<file path="config.mk">
export PLATFORM = sky130hd
export DESIGN_NAME = dsp_post_accum
export DESIGN_NICKNAME = d
export VERILOG_FILES = /design/src/rtl/dsp_post_accum.sv
export SDC_FILE = /design/constraint.sdc
export NUM_CORES = 1
export LEC_CHECK = 0
export ABC_AREA = 0
export BUFFER_PORTS_ARGS = -buffer_cell sky130_fd_sc_hd__buf_4
export CAP_MARGIN = 40
export CORE_MARGIN = 3
export CORE_UTILIZATION = 30
export CTS_CLUSTER_DIAMETER = 200
export DETAILED_ROUTE_END_ITERATION = 8
export SETUP_SLACK_MARGIN = 0.2
export SLEW_MARGIN = 10
export SYNTH_ARGS = -nofsm -noshare
export SYNTH_HDL_FRONTEND = slang
export SYNTH_SLANG_ARGS = --single-unit
</file>
<file path="constraint.sdc">
create_clock -name clk -period 8.55 [get_ports clk]
set_clock_uncertainty 0.2 [all_clocks]
set_input_delay 0.855 -clock clk [delete_from_list [all_inputs] [get_ports clk]]
set_output_delay 0.855 -clock clk [all_outputs]
set_load 0.005 [all_outputs]
</file>
<file path="src/rtl/dsp_post_accum.sv">
// dsp_post_accum
// Post-adder/accumulator stage of the DSP slice. It takes the registered
// product from the multiplier's M register. Each cycle it picks an X operand
// and a Z operand using opmode. It then adds or subtracts them with a
// carry-in and registers the result into the P accumulator.
//
// Ports:
//   clk        rising-edge clock
//   rst        asynchronous, active-high reset; clears every register
//   ce_opmode  enable for the opmode/sub/cin register (unused when OPMODEREG=0)
//   ce_p       enable for the p, carryout and p_zero registers
//   opmode     [1:0] x_sel (0, m, p, dab); [3:2] z_sel (0, pcin, p, c)
//   sub        0 = Z + X + cin, 1 = Z - (X + cin)
//   cin        carry-in
//   m          signed product, sign-extended to WIDTH_P
//   dab        concatenated D:A:B operand
//   c          C operand
//   pcin       cascade input from the previous slice
//   p          registered result
//   pcout      cascade output, a wire copy of p
//   carryout   registered carry (add) or borrow (subtract)
//   p_zero     registered flag, set when the value loaded into p is zero
module dsp_post_accum #(
    parameter int WIDTH_M   = 36,
    parameter int WIDTH_P   = 48,
    parameter int OPMODEREG = 1
) (
    input  logic               clk,
    input  logic               rst,
    input  logic               ce_opmode,
    input  logic               ce_p,
    input  logic [3:0]         opmode,
    input  logic               sub,
    input  logic               cin,
    input  logic [WIDTH_M-1:0] m,
    input  logic [WIDTH_P-1:0] dab,
    input  logic [WIDTH_P-1:0] c,
    input  logic [WIDTH_P-1:0] pcin,
    output logic [WIDTH_P-1:0] p,
    output logic [WIDTH_P-1:0] pcout,
    output logic               carryout,
    output logic               p_zero
);

    // Control word layout: {opmode[3:0], sub, cin}
    logic [5:0] ctl;
    logic [5:0] ctl_q;

    assign ctl = {opmode, sub, cin};

    generate
        if (OPMODEREG != 0) begin : g_ctl_reg
            logic [5:0] ctl_r;
            always_ff @(posedge clk or posedge rst) begin
                if (rst) begin
                    ctl_r <= '0;
                end else if (ce_opmode) begin
                    ctl_r <= ctl;
                end
            end
            assign ctl_q = ctl_r;
        end else begin : g_ctl_comb
            assign ctl_q = ctl;
        end
    endgenerate

    logic [1:0] x_sel;
    logic [1:0] z_sel;
    logic       sub_q;
    logic       cin_q;

    assign x_sel = ctl_q[3:2];
    assign z_sel = ctl_q[5:4];
    assign sub_q = ctl_q[1];
    assign cin_q = ctl_q[0];

    logic [WIDTH_P-1:0] p_q;
    logic [WIDTH_P-1:0] x_op;
    logic [WIDTH_P-1:0] z_op;

    always_comb begin
        x_op = '0;
        case (x_sel)
            2'd0: x_op = '0;
            2'd1: x_op = {{(WIDTH_P-WIDTH_M){m[WIDTH_M-1]}}, m};
            2'd2: x_op = p_q;
            2'd3: x_op = dab;
            default: x_op = '0;
        endcase
    end

    always_comb begin
        z_op = '0;
        case (z_sel)
            2'd0: z_op = '0;
            2'd1: z_op = pcin;
            2'd2: z_op = p_q;
            2'd3: z_op = c;
            default: z_op = '0;
        endcase
    end

    // The adder is one bit wider than P, so the top bit carries out the
    // carry on an add. On a subtract it carries out the borrow, because
    // (X + cin) is subtracted as a whole from the zero-extended Z.
    logic [WIDTH_P:0] x_ext;
    logic [WIDTH_P:0] z_ext;
    logic [WIDTH_P:0] cin_ext;
    logic [WIDTH_P:0] r;

    always_comb begin
        x_ext   = {1'b0, x_op};
        z_ext   = {1'b0, z_op};
        cin_ext = {{WIDTH_P{1'b0}}, cin_q};
        r       = '0;
        if (sub_q) begin
            r = z_ext - (x_ext + cin_ext);
        end else begin
            r = z_ext + x_ext + cin_ext;
        end
    end

    logic co_q;
    logic pz_q;

    always_ff @(posedge clk or posedge rst) begin
        if (rst) begin
            p_q  <= '0;
            co_q <= 1'b0;
            pz_q <= 1'b0;
        end else if (ce_p) begin
            p_q  <= r[WIDTH_P-1:0];
            co_q <= r[WIDTH_P];
            pz_q <= (r[WIDTH_P-1:0] == '0);
        end
    end

    assign p        = p_q;
    assign pcout    = p_q;
    assign carryout = co_q;
    assign p_zero   = pz_q;

endmodule
</file>
# Yosys cells after proc, flatten, opt, wreduce, memory -nomap -nowiden
# Cells that the tools add are included.
[totals] register_bits=56 out_inout_bits=98 wordCells=20
[op_classes] n_mux=3 eq_ne=6 reduce_logical=3 add_sub_neg=4
[ops] cell="$pmux 48 s4" count=2
[ops] cell="$add 48x1->49" count=1
[ops] cell="$add 48x48->49" count=1
[ops] cell="$add 49x1->49" count=1
[ops] cell="$mux 49" count=1
[ops] cell="$sub 48x49->49" count=1
[ops] cell="$logic_not 48->1" count=1
[ops] cell="$eq 2x2->1 const B" count=4
[ops] cell="$eq 2x1->1 const B" count=2
[ops] cell="$logic_not 2->1" count=2

# Longest topological paths before layout
# Gate-level depths: netlist of the first run.
[logic_depth] depth_word=6 depth_mapped=22 ltp_nobuf=19

# Worst setup path after synthesis of the first run
# OpenSTA, ideal clock, no wires.
[synth_timing] path_type="register -> register" startpoint="register g_ctl_reg.ctl_r[5] (netlist: ctl_q[5])" endpoint="register pz_q (netlist: p_zero)" setup_ps=77 period_less_slack_ps=5314 path_stages_with_launch=21 arrival_ps=5037 path_slack_ps=3236 cell_sequence="dfrtp_1 buf_2 buf_1 clkbuf_1 mux2_2 a22oi_1 fa_1 inv_1 ha_1 nand4b_1 a211oi_2 nor2_2 o31ai_1 xor2_1 o221a_2 or4b_1 and4bb_1 nand4_1 nand4bb_1 or4_1 o21ai_1"
[synth_between] elab_chain_len=6 elab_cells_between_ends=10 cone_classes="3 x add/sub; 3 x eq/ne; 2 x mux; 2 x reduce/logical"
[synth_rtl] item="from (decl)" line_no="53" text="logic [5:0] ctl_r;"
[synth_rtl] item="from (signal assigned)" line_no="58" text="ctl_r <= ctl;"
[synth_rtl] item="$eq 2x2->1 (tied with other cells)" line_no="94" text="case (z_sel)"
[synth_rtl] item="$pmux 48 s4 (*)" line_no="94"
[synth_rtl] item="$add 48x48->49" line_no="119" text="r = z_ext + x_ext + cin_ext;"
[synth_rtl] item="$add 49x1->49" line_no="119"
[synth_rtl] item="$mux 49 (*)" line_no="116" text="if (sub_q) begin"
[synth_rtl] item="$logic_not 48->1 (*)" line_no="134" text="pz_q <= (r[WIDTH_P-1:0] == '0);"
[synth_rtl] item="to (signal assigned)" line_no="134"
[synth_rtl] item="to (decl)" line_no="124" text="logic pz_q;"
# Every way passes the cells marked *; elsewhere a longest branch is shown, timed or not.
# A chain may end at the register's enable or synchronous reset.

# Worst setup path in the final report of the first run
[layout_timing] startpoint="register g_ctl_reg.ctl_r[2] (netlist: ctl_q[2])" endpoint="register pz_q (netlist: p_zero)"
[layout_between] elab_chain_len=6 elab_cells_between_ends=11 cone_classes="4 x add/sub; 3 x eq/ne; 2 x mux; 2 x reduce/logical"
[layout_rtl] item="$eq 2x2->1 (tied with other cells)" line_no="83" text="case (x_sel)"
[layout_rtl] item="$pmux 48 s4 (*)" line_no="83"
[layout_rtl] item="$add 48x48->49 / $add 48x1->49 (equally long branches)" line_no="119, 117"
[layout_rtl] item="$add 49x1->49 / $sub 48x49->49 (equally long branches)" line_no="119, 117"
[layout_rtl] item="$mux 49 (*)" line_no="116"
[layout_rtl] item="$logic_not 48->1 (*)" line_no="134"
# Marked as above.

==> out/results.ini, run 1 <==
[floorplan]
die_h_um=204
start_util_pct=30.4
io_pins=288
row_cnt=72
floorplan.die.width_um=204
core_region_area_sq_um=38700
die_area_sq_um=41700

[critical_path]
worst_setup_end_kind=register
critical_path.reg2reg.endpoint=p_zero
required_time_at_the_endpoint_of_the_critical_path_ns=8.61
cp_data_arrival_time_ns=6.80
path_class=reg -> reg
reg2reg_setup_slack_ns=1.81
timing.critical_path.fanout_max=30
worst_r2r_startpoint=ctl_q[2]
timing.reg2reg.worst_path_depth=17
cp-start-kind=register

[drt]
drt-initial-drc-count=843
dr_pass1_iterations=5
met1Wirelength_um=22400
met2_length_um=21600
wl_per_cell_um=22.0
route.vias.total=12500
routed-wl-met3_um=3880
detail_route.drc_violations=0
post_drt_via_cell_ratio=5.58
drt_wl_total_um=49200
number_of_nets_with_antenna_violations_after_routing=0
maxUsedRoutingLayer=met5

[clock_network]
max-clock-path-buffers=2
cts-htree-levels=2
worst_skew_pair.late_latency_ns=0.33
number_of_buffers_inserted_during_clock_tree_synthesis=5
cts_resized=0
post-cts-setup-buffer-count=0
clock_tree.root_cell=sky130_fd_sc_hd__clkbuf_16
tritoncts=yes
cts_hold_buffers=0
tritoncts_num_sinks=56
clkTransAtPathRegs_ns=0.10

[hold_path]
worstHoldEndpoint=carryout
holdCritStartpoint=carryout
worst_hold_path_type=reg -> reg
worst_hold_path.num_cells=1

[grt]
grt_usage_pct=22.6
maximum_number_of_pins_on_one_net_before_global_route_repair=60
first_global_vias=12300
grt_pass1_wl_um=73300
globalRouteOverflowTotal=0
antenna_violations_before_repair=2

[sta]
transition_time_of_the_tightest_slew_check_pin_ns=0.754
slew_headroom_pct=49.7
final.period_utilization_pct=78.9
fmax_ghz=0.148
slew_violations=0
final-setup-viol-count=0
unrepaired_setup_endpoints_after_global_routing=no
period_minus_slack_ns=6.74
timing.final.hold_violations=0
fin_tns_setup_ns=0

[cells_and_area]
stdcell_area_sq_um=14200
design.final.nets=2056
post_route_cells_drive_above_1_share_pct=26.7
sequential_cell_area_sq_um=1410
multi_input_area_sq_um=9260
p_r_area_growth_vs_syn_pct=20.6
diodes=0
n_fill_cell=4112

[logic_synthesis]
synth_async_sr_flop_share_pct=100
synthesized_netlist_net_count=1875
dominantRegCellSynth=sky130_fd_sc_hd__dfrtp_1
top_cells_by_area_in_the_synthesized_netlist=sky130_fd_sc_hd__ha_1 15%, sky130_fd_sc_hd__dfrtp_1 12%, sky130_fd_sc_hd__mux2_2 10%, sky130_fd_sc_hd__a21oi_1 5.9%, sky130_fd_sc_hd__a22o_1 5.3%
postSynthCellCount=1542
netlist-cell-type-count=92
postSynthRegisterBits=56
synth_top_area_share_pct=14.7
synth_edf_count=0
synth.yosys.warnings=0
yosysSeqAreaShare_pct=11.9
average_cell_area_after_synthesis_sq_um=7.65
synth.cell_area_sq_um=11800
library_cell_occupying_the_most_area_in_the_post_synthesis_netlist=sky130_fd_sc_hd__ha_1

[power]
power.static_leakage_nw=6.73
power.density_cell_area_nw_per_um2=351
vdd.ir_drop.worst_v=0.000130

[placement]
hpwlAfterDp_um=40000
gp_congestion=0.949
numPortBuffers=287
instance_area_after_placement_sq_um=14100

[run_status]
status=completed

[run]
drv.max_cap_violation_count=0

## area by class of cell
class,instances,area share (%)
inverters,127,3.35
well taps,518,4.56
repair buffers,300,16.1
clock buffers,5,0.880
clock inverters,3,0.194
multi-input cells,1233,65.1
flip-flops and latches,56,9.90
## worst max-delay path, stage by stage (launching register included)
cell and delay, ns:
sky130_fd_sc_hd__dfrtp_2 0.85, sky130_fd_sc_hd__nor2b_4 0.58, sky130_fd_sc_hd__buf_4 0.40, sky130_fd_sc_hd__a22o_1 0.24
sky130_fd_sc_hd__ha_1 0.34, sky130_fd_sc_hd__ha_1 0.43, sky130_fd_sc_hd__nand2_1 0.11, sky130_fd_sc_hd__o21ai_0 0.44
sky130_fd_sc_hd__nor2_2 0.12, sky130_fd_sc_hd__o31ai_1 0.64, sky130_fd_sc_hd__xor2_1 0.15, sky130_fd_sc_hd__o221a_2 0.31
sky130_fd_sc_hd__or4b_1 0.52, sky130_fd_sc_hd__and4bb_1 0.34, sky130_fd_sc_hd__nand4_1 0.12, sky130_fd_sc_hd__nand4bb_1 0.26
sky130_fd_sc_hd__or4_1 0.52, sky130_fd_sc_hd__o21ai_1 0.08
## logic make-up after synthesis
family,after synthesis,share of synthesized area (%)
simple gates,401,16.2
buf+inv,253,9.78
mux,132,12.4
xor+xnor,65,4.83
flops,56,11.9
fa+ha+maj,143,15.4
compound gates,492,29.4
## metrics by stage
stage	hold slack [ns]	total power (W)	worst slack (ns)	utilization [%]	instances
after floorplan	0.303	0.00340	3.24	-	1542
after detailed placement	0.333	0.00467	1.82	36.3	2234
final	0.351	0.00500	1.81	36.7	2242
after global routing	0.365	0.00541	1.47	36.7	2242
after CTS	0.355	0.00495	1.79	36.7	2242
after global placement	0.322	0.00468	1.87	36.2	2232
## synth_stat cells, types with 9 or more instances
| cell type | n |
|---|---|
| sky130_fd_sc_hd__o21a_1 | 14 |
| sky130_fd_sc_hd__ha_1 | 139 |
| sky130_fd_sc_hd__xnor2_1 | 42 |
| sky130_fd_sc_hd__a21oi_1 | 140 |
| sky130_fd_sc_hd__and3_1 | 11 |
| sky130_fd_sc_hd__buf_2 | 13 |
| sky130_fd_sc_hd__or3_1 | 9 |
| sky130_fd_sc_hd__inv_1 | 125 |
| sky130_fd_sc_hd__o21ai_1 | 10 |
| sky130_fd_sc_hd__nand2_1 | 137 |
| sky130_fd_sc_hd__mux2_2 | 106 |
| sky130_fd_sc_hd__dfrtp_1 | 56 |
| sky130_fd_sc_hd__a22o_1 | 72 |
| sky130_fd_sc_hd__nand4_1 | 24 |
| sky130_fd_sc_hd__a22oi_1 | 15 |
| sky130_fd_sc_hd__nor3_1 | 21 |
| sky130_fd_sc_hd__xor2_1 | 23 |
| sky130_fd_sc_hd__nand2b_1 | 9 |
| sky130_fd_sc_hd__mux2i_1 | 25 |
| sky130_fd_sc_hd__clkbuf_1 | 46 |
| sky130_fd_sc_hd__nor2b_1 | 14 |
| sky130_fd_sc_hd__a21o_1 | 39 |
| sky130_fd_sc_hd__buf_4 | 48 |
| sky130_fd_sc_hd__a31oi_1 | 11 |
| sky130_fd_sc_hd__a211oi_1 | 16 |
| sky130_fd_sc_hd__buf_1 | 18 |
| sky130_fd_sc_hd__o21ai_0 | 61 |
| sky130_fd_sc_hd__nor2_1 | 110 |
| sky130_fd_sc_hd__nand3_1 | 22 |
| sky130_fd_sc_hd__o21bai_1 | 16 |
## cells in the final DEF, fill, tap and decap left out, drive strengths merged, types with 6 or more instances in the layout
| cell | netlist | final |
|---|---|---|
| buf | 80 | 300 |
| o211ai | 10 | 10 |
| nor2 | 111 | 111 |
| a31o | 6 | 6 |
| nor2b | 15 | 15 |
| a211o | 7 | 7 |
| nor3 | 21 | 21 |
| nand3b | 6 | 6 |
| xnor2 | 42 | 42 |
| nand2b | 9 | 9 |
| inv | 126 | 127 |
| xor2 | 23 | 23 |
| o21bai | 16 | 16 |
| or3 | 9 | 9 |
| nand3 | 22 | 22 |
| mux2 | 106 | 106 |
| a22o | 72 | 72 |
| and3 | 11 | 11 |
| nand4 | 24 | 24 |
| mux2i | 26 | 26 |
| a211oi | 21 | 21 |
| o21ai | 72 | 72 |
| o21a | 14 | 14 |
| a22oi | 15 | 15 |
| and2 | 7 | 7 |
| a21oi | 143 | 143 |
| o31ai | 10 | 10 |
| nand2 | 137 | 137 |
| a41oi | 6 | 6 |
| a21boi | 7 | 7 |
| a21o | 39 | 39 |
| dfrtp | 56 | 56 |
| ha | 139 | 139 |
| a31oi | 11 | 11 |
## state kept, by name, indices dropped and copies added, names as in the netlist
register,count
ctl_q,6
p,48
p_zero,1
carryout,1
## where the power goes
part / switching, W / total (W) / internal [W]
Clock: 0.000141 / 0.000254 / 0.000113
Sequential: 0.000232 / 0.000617 / 0.000385
Combinational: 0.00240 / 0.00412 / 0.00173
Total: 0.00277 / 0.00500 / 0.00222
## worst max-delay path by stage
stage             start  endpoint  slack [ns]  cells after the start
6_report       ctl_q[2]    p_zero        1.81                     17
5_1_grt        ctl_q[2]    p_zero        1.47                     17
4_1_cts        ctl_q[2]    p_zero        1.79                     17
3_5_place_dp   ctl_q[2]    p_zero        1.82                     17
3_3_place_gp   ctl_q[2]    p_zero        1.87                     17
2_1_floorplan  ctl_q[5]    p_zero        3.24                     20
## metal layers
| layer | global-route usage [%] | vias up |
|---|---|---|
| met5 | 0 | - |
| met4 | 6.22 | 2 |
| met3 | 4.19 | 76 |
| met2 | 35.6 | 586 |
| met1 | 31.5 | 5927 |
| li1 | - | 5916 |
Note: power is estimated with default switching activity, not from simulation.
==> run 2: changes to the inputs <==
Clock period 8.55 ns to 5.5 ns, I/O delays scaled along.
==> run 2 against run 1 <==
  * Cell area grew 16%
  * First-iteration DRC count up 25%
  * Critical path depth is 2 higher
  * Power up 90%
  * Flip-flop and latch count unchanged
  * Register-to-register slack lost 1.5 ns
  * Largest cell class unchanged
==> out/results.ini, run 2 (synthesis gave the netlist of run 1 again) <==
[run_status]
status=completed  ; unchanged

[drt]
wl_per_cell_um=22.1  ; was 22.0 um
post_drt_via_cell_ratio=5.52  ; was 5.58
drt_wl_total_um=52700  ; was 49200 um
route.vias.total=13200  ; was 12500
dr_pass1_iterations=5  ; unchanged
drt-initial-drc-count=1052  ; was 843
number_of_nets_with_antenna_violations_after_routing=0  ; unchanged
detail_route.drc_violations=0  ; unchanged

[run]
drv.max_cap_violation_count=0  ; unchanged

[placement]
gp_congestion=0.946  ; was 0.949
dp.cells=2343  ; was 2234
numPortBuffers=287  ; unchanged
hpwlAfterDp_um=42200  ; was 40000 um

[floorplan]
io_pins=288  ; unchanged
floorplan.die.width_um=204  ; unchanged
die_area_sq_um=41700  ; unchanged
core_region_area_sq_um=38700  ; unchanged
die_h_um=204  ; unchanged
row_cnt=72  ; unchanged
start_util_pct=30.4  ; unchanged

[cells_and_area]
n_fill_cell=3907  ; was 4112
p_r_area_growth_vs_syn_pct=40.0  ; was 20.6%
diodes=0  ; unchanged
design.final.nets=2203  ; was 2056
largest_register_ffs=48  ; unchanged
post_route_cells_drive_above_1_share_pct=39.5  ; was 26.7%
most_common_library_cell_in_the_layout_ignoring_fill_and_taps=sky130_fd_sc_hd__buf_4  ; unchanged
layout.cells.most_common_list=431 x sky130_fd_sc_hd__buf_4, 133 x sky130_fd_sc_hd__nand2_1, 122 x sky130_fd_sc_hd__inv_1  ; was 298 x sky130_fd_sc_hd__buf_4, 140 x sky130_fd_sc_hd__a21oi_1, 139 x sky130_fd_sc_hd__ha_1
finalNonFillerCells=2389  ; was 2242

[sta]
slew_headroom_pct=53.4  ; was 49.7%
timing.final.hold_violations=0  ; unchanged
fmax_ghz=0.193  ; was 0.148 GHz
final-setup-viol-count=0  ; unchanged
holdWs_ns=0.250  ; was 0.351 ns
fin_tns_setup_ns=0  ; unchanged
slew_violations=0  ; unchanged
period_minus_slack_ns=5.19  ; was 6.74 ns
transition_time_of_the_tightest_slew_check_pin_ns=0.698  ; was 0.754 ns
unrepaired_setup_endpoints_after_global_routing=no  ; unchanged
final.period_utilization_pct=94.3  ; was 78.9%

[clock_network]
worst_skew_pair.late_latency_ns=0.33  ; about the same
tritoncts_num_sinks=56  ; unchanged
cts-htree-levels=2  ; unchanged
number_of_buffers_inserted_during_clock_tree_synthesis=5  ; unchanged
clkTransAtPathRegs_ns=0.10  ; about the same
tritoncts=yes  ; unchanged
clock_tree.root_cell=sky130_fd_sc_hd__clkbuf_16  ; unchanged
max-clock-path-buffers=2  ; unchanged

[power]
power.density_cell_area_nw_per_um2=575  ; was 351 nW/um^2
clock_power_share_pct=4.2  ; was 5.1%
netSwitchingFraction_pct=51.9  ; was 55.5%
total_switching_power_w=0.00492  ; was 0.00277 W
power.static_leakage_nw=7.54  ; was 6.73 nW
combinational_share_of_power_pct=86.1  ; was 82.6%
sequentialPowerShare_pct=9.7  ; was 12.3%
cell_internal_power_w=0.00457  ; was 0.00222 W
vdd.ir_drop.worst_v=0.000200  ; was 0.000130 V

[critical_path]
required_time_at_the_endpoint_of_the_critical_path_ns=5.56  ; was 8.61 ns
worst_setup_end_kind=register  ; unchanged
cp-start-kind=register  ; unchanged
cp_data_arrival_time_ns=5.24  ; was 6.80 ns
timing.critical_path.fanout_max=7  ; was 30
path_class=reg -> reg  ; unchanged

[grt]
globalRouteOverflowTotal=0  ; unchanged
grt_usage_pct=23.8  ; was 22.6%
antenna_violations_before_repair=1  ; was 2
first_global_vias=12800  ; was 12300
maximum_number_of_pins_on_one_net_before_global_route_repair=58  ; was 60
grt_pass1_wl_um=77200  ; was 73300 um

[hold_path]
worst_hold_path_type=in -> reg  ; was reg -> reg

run 2: changes by cell type in the layout (fill, tap and decap cells not counted), sizes merged:
cell         before  now
buf             300  446
inv             127  128
dlygate4sd3       0    1
clkinv            2    1
run 2: worst paths after layout:
kind                               start  endpoint  slack [ns]  depth (start not counted)
worst max-delay path            ctl_q[2]    p_zero        0.31                         19
worst min-delay path                 sub  ctl_q[1]        0.25                          3
worst max register to register  ctl_q[2]    p_zero        0.31                         19
worst min register to register    p_zero    p_zero        0.34                          2
max in group asynchronous            rst  ctl_q[1]        4.02                          5
min in group asynchronous            rst  ctl_q[2]        0.54                          4
run 2: final cells by class:
class / count / area, sq um / share of cell area (%)
clock inverter: 3 / 28.8 / 0.174
clock buffer: 5 / 125 / 0.758
sequential: 56 / 1410 / 8.52
tap: 518 / 648 / 3.93
inverter: 127 / 480 / 2.91
timing repair buffer: 447 / 3510 / 21.2
multi-input combinational: 1233 / 10300 / 62.5
run 2: power by group through the flow:
stage	Combinational [W]	Sequential (W)	Clock [W]
finish	0.00817	0.000919	0.000403
global route	0.00878	0.000947	0.000425
CTS	0.00732	0.000916	0.000413
detailed placement	0.00702	0.000918	0
global placement	0.00704	0.000914	0
floorplan	0.00448	0.000807	0
run 2: worst max-delay path: stages (launching register included):
cell and delay, ns:
sky130_fd_sc_hd__dfrtp_2 0.46, sky130_fd_sc_hd__buf_4 0.17, sky130_fd_sc_hd__buf_16 0.16, sky130_fd_sc_hd__mux2_2 0.34, sky130_fd_sc_hd__a22o_1 0.27, sky130_fd_sc_hd__ha_4 0.25
sky130_fd_sc_hd__buf_4 0.17, sky130_fd_sc_hd__o21ai_0 0.16, sky130_fd_sc_hd__o21bai_1 0.11, sky130_fd_sc_hd__or2_1 0.25, sky130_fd_sc_hd__o31ai_4 0.41, sky130_fd_sc_hd__o21ai_4 0.14
sky130_fd_sc_hd__a21o_1 0.26, sky130_fd_sc_hd__a31o_4 0.29, sky130_fd_sc_hd__a211o_1 0.30, sky130_fd_sc_hd__nor4b_2 0.25, sky130_fd_sc_hd__buf_4 0.16, sky130_fd_sc_hd__nand4bb_1 0.12
sky130_fd_sc_hd__or4_1 0.53, sky130_fd_sc_hd__o21ai_1 0.09
run 2: layer usage:
layer | global-route usage, % | vias up | routed length (um)
li1 | - | 6205 | -
met1 | 33.2 | 6359 | 23800
met2 | 39.4 | 558 | 24300
met3 | 3.42 | 69 | 3550
met4 | 4.77 | 2 | 983
met5 | 0 | - | 13
run 2: metrics by stage:
step / setup slack (ns) / power [W] / utilization, % / area (sq um)
global route: 0.170 / 0.0102 / 42.6 / 16500
global placement: 0.0704 / 0.00795 / 38.5 / 14900
detailed placement: 0.0125 / 0.00794 / 38.5 / 14900
floorplan: 0.279 / 0.00529 / - / 11800
CTS: 0.202 / 0.00865 / 39.9 / 15500
finish: 0.312 / 0.00949 / 42.6 / 16500
run 2: repair_timing:
action / CTS / global route
endpoints found under the hold margin: 0 / 6
buffers inserted: 12 / 23
resized for setup: 43 / 140
hold buffers: 0 / 1
gates cloned: 2 / 0
setup endpoints to repair: 1 / 1
pin swaps: 8 / 47
